## src/rtl/imem_arbiter.sv

```systemverilog
// rtl/imem_arbiter.sv - instruction memory arbiter between the fetch port and the boot loader.
// Owns the single memory port. The loader has priority, but a fetch is
// guaranteed service after STARVE_LIMIT consecutive loader grants.
module imem_arbiter #(
  parameter int ADDR_WIDTH   = 32,
  parameter int DATA_WIDTH   = 32,
  parameter int MEM_BYTES    = 4096,
  parameter int STARVE_LIMIT = 4
) (
  input  logic                  clk,
  input  logic                  rst_n,
  input  logic                  fetch_req_valid,
  input  logic [ADDR_WIDTH-1:0] fetch_req_addr,
  output logic                  fetch_req_ready,
  output logic                  fetch_rsp_valid,
  output logic [DATA_WIDTH-1:0] fetch_rsp_data,
  output logic                  fetch_rsp_err,
  input  logic                  fetch_rsp_ready,
  input  logic                  load_valid,
  input  logic [ADDR_WIDTH-1:0] load_addr,
  input  logic [DATA_WIDTH-1:0] load_data,
  output logic                  load_ready,
  input  logic                  load_done,
  output logic [15:0]           load_count,
  output logic [ADDR_WIDTH-1:0] mem_addr,
  output logic                  mem_we,
  output logic [DATA_WIDTH-1:0] mem_wdata,
  input  logic [DATA_WIDTH-1:0] mem_rdata
);

  localparam int SW = $clog2(STARVE_LIMIT + 1);

  typedef enum logic [1:0] {BOOT, IDLE, RESP} state_t;

  state_t                state_q, state_d;
  logic                  rsp_valid_q, rsp_valid_d;
  logic [DATA_WIDTH-1:0] rsp_data_q, rsp_data_d;
  logic                  rsp_err_q, rsp_err_d;
  logic [15:0]           load_count_q, load_count_d;
  logic [SW-1:0]         starve_q, starve_d;

  logic fetch_grant;
  logic load_grant;
  logic fetch_legal;
  logic load_legal;
  logic starve_full;
  logic load_write;

  // The +3 is done one bit wider so an address near the top of the space cannot wrap to legal.
  function automatic logic addr_legal(input logic [ADDR_WIDTH-1:0] a);
    logic [ADDR_WIDTH:0] last;
    last = {1'b0, a} + (ADDR_WIDTH+1)'(3);
    return (a[1:0] == 2'b00) && (last < (ADDR_WIDTH+1)'(MEM_BYTES));
  endfunction

  always_comb begin
    fetch_legal  = addr_legal(fetch_req_addr);
    load_legal   = addr_legal(load_addr);
    starve_full  = (starve_q == SW'(STARVE_LIMIT));
    fetch_grant  = 1'b0;
    load_grant   = 1'b0;
    case (state_q)
      BOOT: load_grant = load_valid;
      IDLE: begin
        if (fetch_req_valid && (!load_valid || starve_full)) begin
          fetch_grant = 1'b1;
        end else begin
          load_grant = load_valid;
        end
      end
      RESP: load_grant = load_valid;
      default: begin
        fetch_grant = 1'b0;
        load_grant  = 1'b0;
      end
    endcase
    load_write = load_grant && load_legal;
  end

  always_comb begin
    state_d      = state_q;
    rsp_valid_d  = rsp_valid_q;
    rsp_data_d   = rsp_data_q;
    rsp_err_d    = rsp_err_q;
    load_count_d = load_count_q;
    starve_d     = starve_q;

    case (state_q)
      BOOT: begin
        if (load_done) state_d = IDLE;
      end
      IDLE: begin
        if (fetch_grant) begin
          state_d     = RESP;
          rsp_valid_d = 1'b1;
          rsp_data_d  = fetch_legal ? mem_rdata : '0;
          rsp_err_d   = !fetch_legal;
        end
      end
      RESP: begin
        if (fetch_rsp_ready) begin
          state_d     = IDLE;
          rsp_valid_d = 1'b0;
        end
      end
      default: begin
        state_d     = BOOT;
        rsp_valid_d = 1'b0;
      end
    endcase

    if (load_write && (load_count_q != 16'hFFFF)) begin
      load_count_d = load_count_q + 16'd1;
    end

    // Loader grants in RESP also count, so fetch is never held off longer than STARVE_LIMIT grants.
    if (!fetch_req_valid || fetch_grant) begin
      starve_d = '0;
    end else if (load_grant && (state_q != BOOT) && !starve_full) begin
      starve_d = starve_q + SW'(1);
    end
  end

  always_ff @(posedge clk or negedge rst_n) begin
    if (!rst_n) begin
      state_q      <= BOOT;
      rsp_valid_q  <= 1'b0;
      rsp_data_q   <= '0;
      rsp_err_q    <= 1'b0;
      load_count_q <= '0;
      starve_q     <= '0;
    end else begin
      state_q      <= state_d;
      rsp_valid_q  <= rsp_valid_d;
      rsp_data_q   <= rsp_data_d;
      rsp_err_q    <= rsp_err_d;
      load_count_q <= load_count_d;
      starve_q     <= starve_d;
    end
  end

  // Handshake outputs are combinational; gating with rst_n keeps them quiet while in reset.
  assign fetch_req_ready = rst_n && fetch_grant;
  assign load_ready      = rst_n && load_grant;
  assign mem_we          = rst_n && load_write;
  assign mem_addr        = !rst_n      ? '0 :
                           fetch_grant ? fetch_req_addr :
                           load_grant  ? load_addr : '0;
  assign mem_wdata       = (rst_n && load_grant) ? load_data : '0;

  assign fetch_rsp_valid = rsp_valid_q;
  assign fetch_rsp_data  = rsp_data_q;
  assign fetch_rsp_err   = rsp_err_q;
  assign load_count      = load_count_q;

endmodule

```

## config.mk

```make
export PLATFORM = sky130hd
export DESIGN_NAME = imem_arbiter
export DESIGN_NICKNAME = d
export VERILOG_FILES = /design/src/rtl/imem_arbiter.sv
export SDC_FILE = /design/constraint.sdc
export NUM_CORES = 1
export LEC_CHECK = 0
export BUFFER_PORTS_ARGS = -buffer_cell sky130_fd_sc_hd__buf_2
export CORE_UTILIZATION = 38
export CTS_CLUSTER_SIZE = 40
export DETAILED_ROUTE_END_ITERATION = 10
export MAX_ROUTING_LAYER = met4
export PLACE_DENSITY = 0.77
export SLEW_MARGIN = 0
export SYNTH_ARGS = -nofsm -noshare
export SYNTH_HDL_FRONTEND = slang
export SYNTH_SLANG_ARGS = --single-unit
```

## constraint.sdc

```tcl
create_clock -name clk -period 2 [get_ports clk]
set_input_delay 0 -clock clk [delete_from_list [all_inputs] [get_ports clk]]
set_output_delay 0 -clock clk [all_outputs]
set_load 0.005 [all_outputs]
```

==> results.ini <==
[place]
place_congestion = 0.958
detailed_place.area_um2 = 5740
port_buffers = 250
dpl_ws_ps = -410
place.detailed.hpwl_mm = 11.7

[critical_path]
timing.critical_path.mode_cell = sky130_fd_sc_hd__nor4_4
start_kind = flop
critPathKind = reg -> reg
endpoint_kind = flop
critical_path.max_fanout = 6
worst_path_largest_cell_delay_ps = 400
critical_path.cell_chain = inv_2 > ha_4 > a31oi_4 > o21ai_4 > nor4_4 > buf_4 > o211a_1 > nand4_1 > nor4_4 > clkbuf_16 > buf_12 > mux2_4
cpMaxStageDelayCell = sky130_fd_sc_hd__dfrtp_1
worstPathArrival_ps = 2610
cp.required_ps = 2200

[timing]
timing_max_transition_violations_final = 0
hold-worst-slack_ps = 1.41
worst-slew-pin-transition_ps = 697
final.setup.worst_slack_ps = -410
rsz_0062_raised_after_global_routing = true
slew-limit-headroom = 0.535
final_hold_violation_count = 0
clock_skew_ps = 19.0
max_clock_freq_mhz = 415
final-setup-viol-count = 116
min_period_over_period = 1.21
layout_min_cycle_time_ps = 2410

[floorplanning]
die_h_um = 101
die-width_um = 101
io_pins = 251
design.die.area_um2 = 10100
floorplan.initialDensity = 0.396
rows = 35
core_region_area_um2 = 9330

[clock_network]
clkSlewWorstSetupHoldPaths_ps = 120
clockBufferDepth = 2
clock_latency_ps = 320
cts-buffers-inserted = 5
cts_tree = built
ctsHtreeMaxLevel = 2
cts.root.buffer_cell = sky130_fd_sc_hd__clkbuf_8
clock_sinks = 55

[outcome]
run_status = complete, but fails checks
violated_checks = setup timing

[finish]
fill_cells = 673
design.final.nets = 930
drive_above_1_share = 0.555
finish.instance_area_um2 = 7110
finish.utilization = 0.762
layout.cells.most_common_list = sky130_fd_sc_hd__buf_2, sky130_fd_sc_hd__buf_4, sky130_fd_sc_hd__a22o_1
layout.cells.most_common = sky130_fd_sc_hd__buf_2
area_growth_pct = 92.3

[logic_synthesis]
synth-main-ff-cell = sky130_fd_sc_hd__dfrtp_1
synthArstFlopShare = 1.00
synthDominantCellAreaShare = 0.373
yosysWarnings = 0
synth.net_count = 533
synth_seq_cells = 55
netlist_area_um2 = 3690
ys_top_cells_by_area = sky130_fd_sc_hd__dfrtp_1, sky130_fd_sc_hd__a22o_1, sky130_fd_sc_hd__and2_1, sky130_fd_sc_hd__xnor2_1, sky130_fd_sc_hd__nand2_1
yosysSeqAreaShare = 0.373
edff_count_synth = 0
synth_top_area_cell = sky130_fd_sc_hd__dfrtp_1
synth.avg_cell_area_um2 = 9.33
synthCells = 396
yosys.cell_types.count = 60

[pwr]
pwr_density_cell_nw_per_um2 = 444
power_leakage_uw = 0.00371
report.power.total_uw = 3160
vdd_drop_max_mv = 0.363

[grt]
grt_pass1_vias = 4674
initial_antenna_violation_count = 1
grt_usage = 0.314
global_route_wire_length_before_repair_mm = 23.8
global_route_overflow = 0
grt_max_degree = 56

[routing]
remaining_drc_errors = 0
routed-via-count = 5172
antenna_left = 0
drt_iter0_markers = 343
first_pass_iters = 7
routed_via_density = 5.60
routed_wl_mm = 18.3
routedWlPerCell_um = 19.8

[hold_path]
min-delay-path-class = in -> reg

[flow_run]
max-cap-violations = 0

[state kept, by name, summed over array words and instances, names as in the netlist]
signal           count
fetch_rsp_data      32
starve_q             3
load_count          16
state_q              2
fetch_rsp_valid      1
fetch_rsp_err        1
[cell type report]
type / count / area, um2 / share of cell area
diodes: 1 / 2.50 / 0.000352
clock buffers: 5 / 68.8 / 0.00968
clock inverters: 3 / 23.8 / 0.00335
inverters: 14 / 52.6 / 0.00739
multi-input cells: 308 / 2390 / 0.337
flip-flops and latches: 55 / 1380 / 0.194
well taps: 129 / 161 / 0.0227
repair buffers: 409 / 3030 / 0.426
[cell families after synthesis]
kind of cell    share of synthesized area
flops                               0.373
fa+ha+maj                          0.0102
buf+inv                            0.0393
simple gates                        0.279
mux                                0.0112
compound gates                      0.238
xor+xnor                           0.0498
[power by group]
| part | switching (uW) | internal, uW | leakage (uW) |
|---|---|---|---|
| clock network | 395 | 254 | 0.0000461 |
| logic | 620 | 720 | 0.00290 |
| registers | 24.8 | 1140 | 0.000757 |
[routing by layer]
| layer | routed length [um] | track usage | part of all wire |
|---|---|---|---|
| met5 | 0 | - | 0 |
| met4 | 983 | 0.115 | 0.054 |
| met3 | 1150 | 0.0423 | 0.063 |
| met2 | 9450 | 0.571 | 0.52 |
| met1 | 6730 | 0.350 | 0.37 |
[synth_stat cells, types with 3 or more instances]
cell and n:
sky130_fd_sc_hd__o22ai_1 3, sky130_fd_sc_hd__xor2_1 5, sky130_fd_sc_hd__xnor2_1 16, sky130_fd_sc_hd__nor2_1 14, sky130_fd_sc_hd__ha_1 3, sky130_fd_sc_hd__nand4_1 16
sky130_fd_sc_hd__mux2i_1 3, sky130_fd_sc_hd__nand3_1 20, sky130_fd_sc_hd__nor4_1 9, sky130_fd_sc_hd__buf_2 3, sky130_fd_sc_hd__and3_1 8, sky130_fd_sc_hd__nor3b_1 3
sky130_fd_sc_hd__a21oi_1 7, sky130_fd_sc_hd__a22oi_1 3, sky130_fd_sc_hd__clkbuf_1 13, sky130_fd_sc_hd__a31oi_1 4, sky130_fd_sc_hd__a211oi_1 3, sky130_fd_sc_hd__a22o_1 64
sky130_fd_sc_hd__nor3_1 10, sky130_fd_sc_hd__nor4_4 3, sky130_fd_sc_hd__nand2_1 30, sky130_fd_sc_hd__dfrtp_1 55, sky130_fd_sc_hd__and2_1 36, sky130_fd_sc_hd__o21ai_0 5
sky130_fd_sc_hd__inv_1 14
[worst paths after layout]
path / startpoint / endpoint / slack, ps / cells after the start
worst min register to register: load_count[5] / load_count[5] / 490 / 1
worst max register to register: starve_q[1] / load_count[1] / -410 / 12
worst min-delay path: load_done / state_q[0] / 1 / 3
worst max-delay path: starve_q[1] / load_count[1] / -410 / 12
max in group asynchronous: rst_n / starve_q[0] / 1080 / 3
min in group asynchronous: rst_n / fetch_rsp_data[22] / 460 / 3
[stage by stage]
step | instances | TNS [ps]
after floorplan | 396 | -1070
after global placement | 841 | -12590
after detailed placement | 841 | -14110
after CTS | 903 | -20510
after global routing | 924 | -42650
final | 924 | -35530
[critical path, delay by kind of cell, from the launching register on]
family	cells	cell delay, ps
and+or+nand+nor	3	540
buffers and inverters	4	520
muxes	1	290
DFF	1	400
adders and majority gates	1	170
AOI/OAI and AO/OA	3	380
[repair_timing]
| item | 4_1_cts | 5_1_grt |
|---|---|---|
| gates cloned | 6 | 9 |
| gates resized for setup | 22 | 60 |
| hold buffers | 34 | 0 |
| endpoints found under the hold margin | 92 | 0 |
| setup endpoints to repair | 83 | 118 |
| pin swaps | 7 | 24 |
| setup buffers | 14 | 12 |
Power figures use the tool's default switching activity.
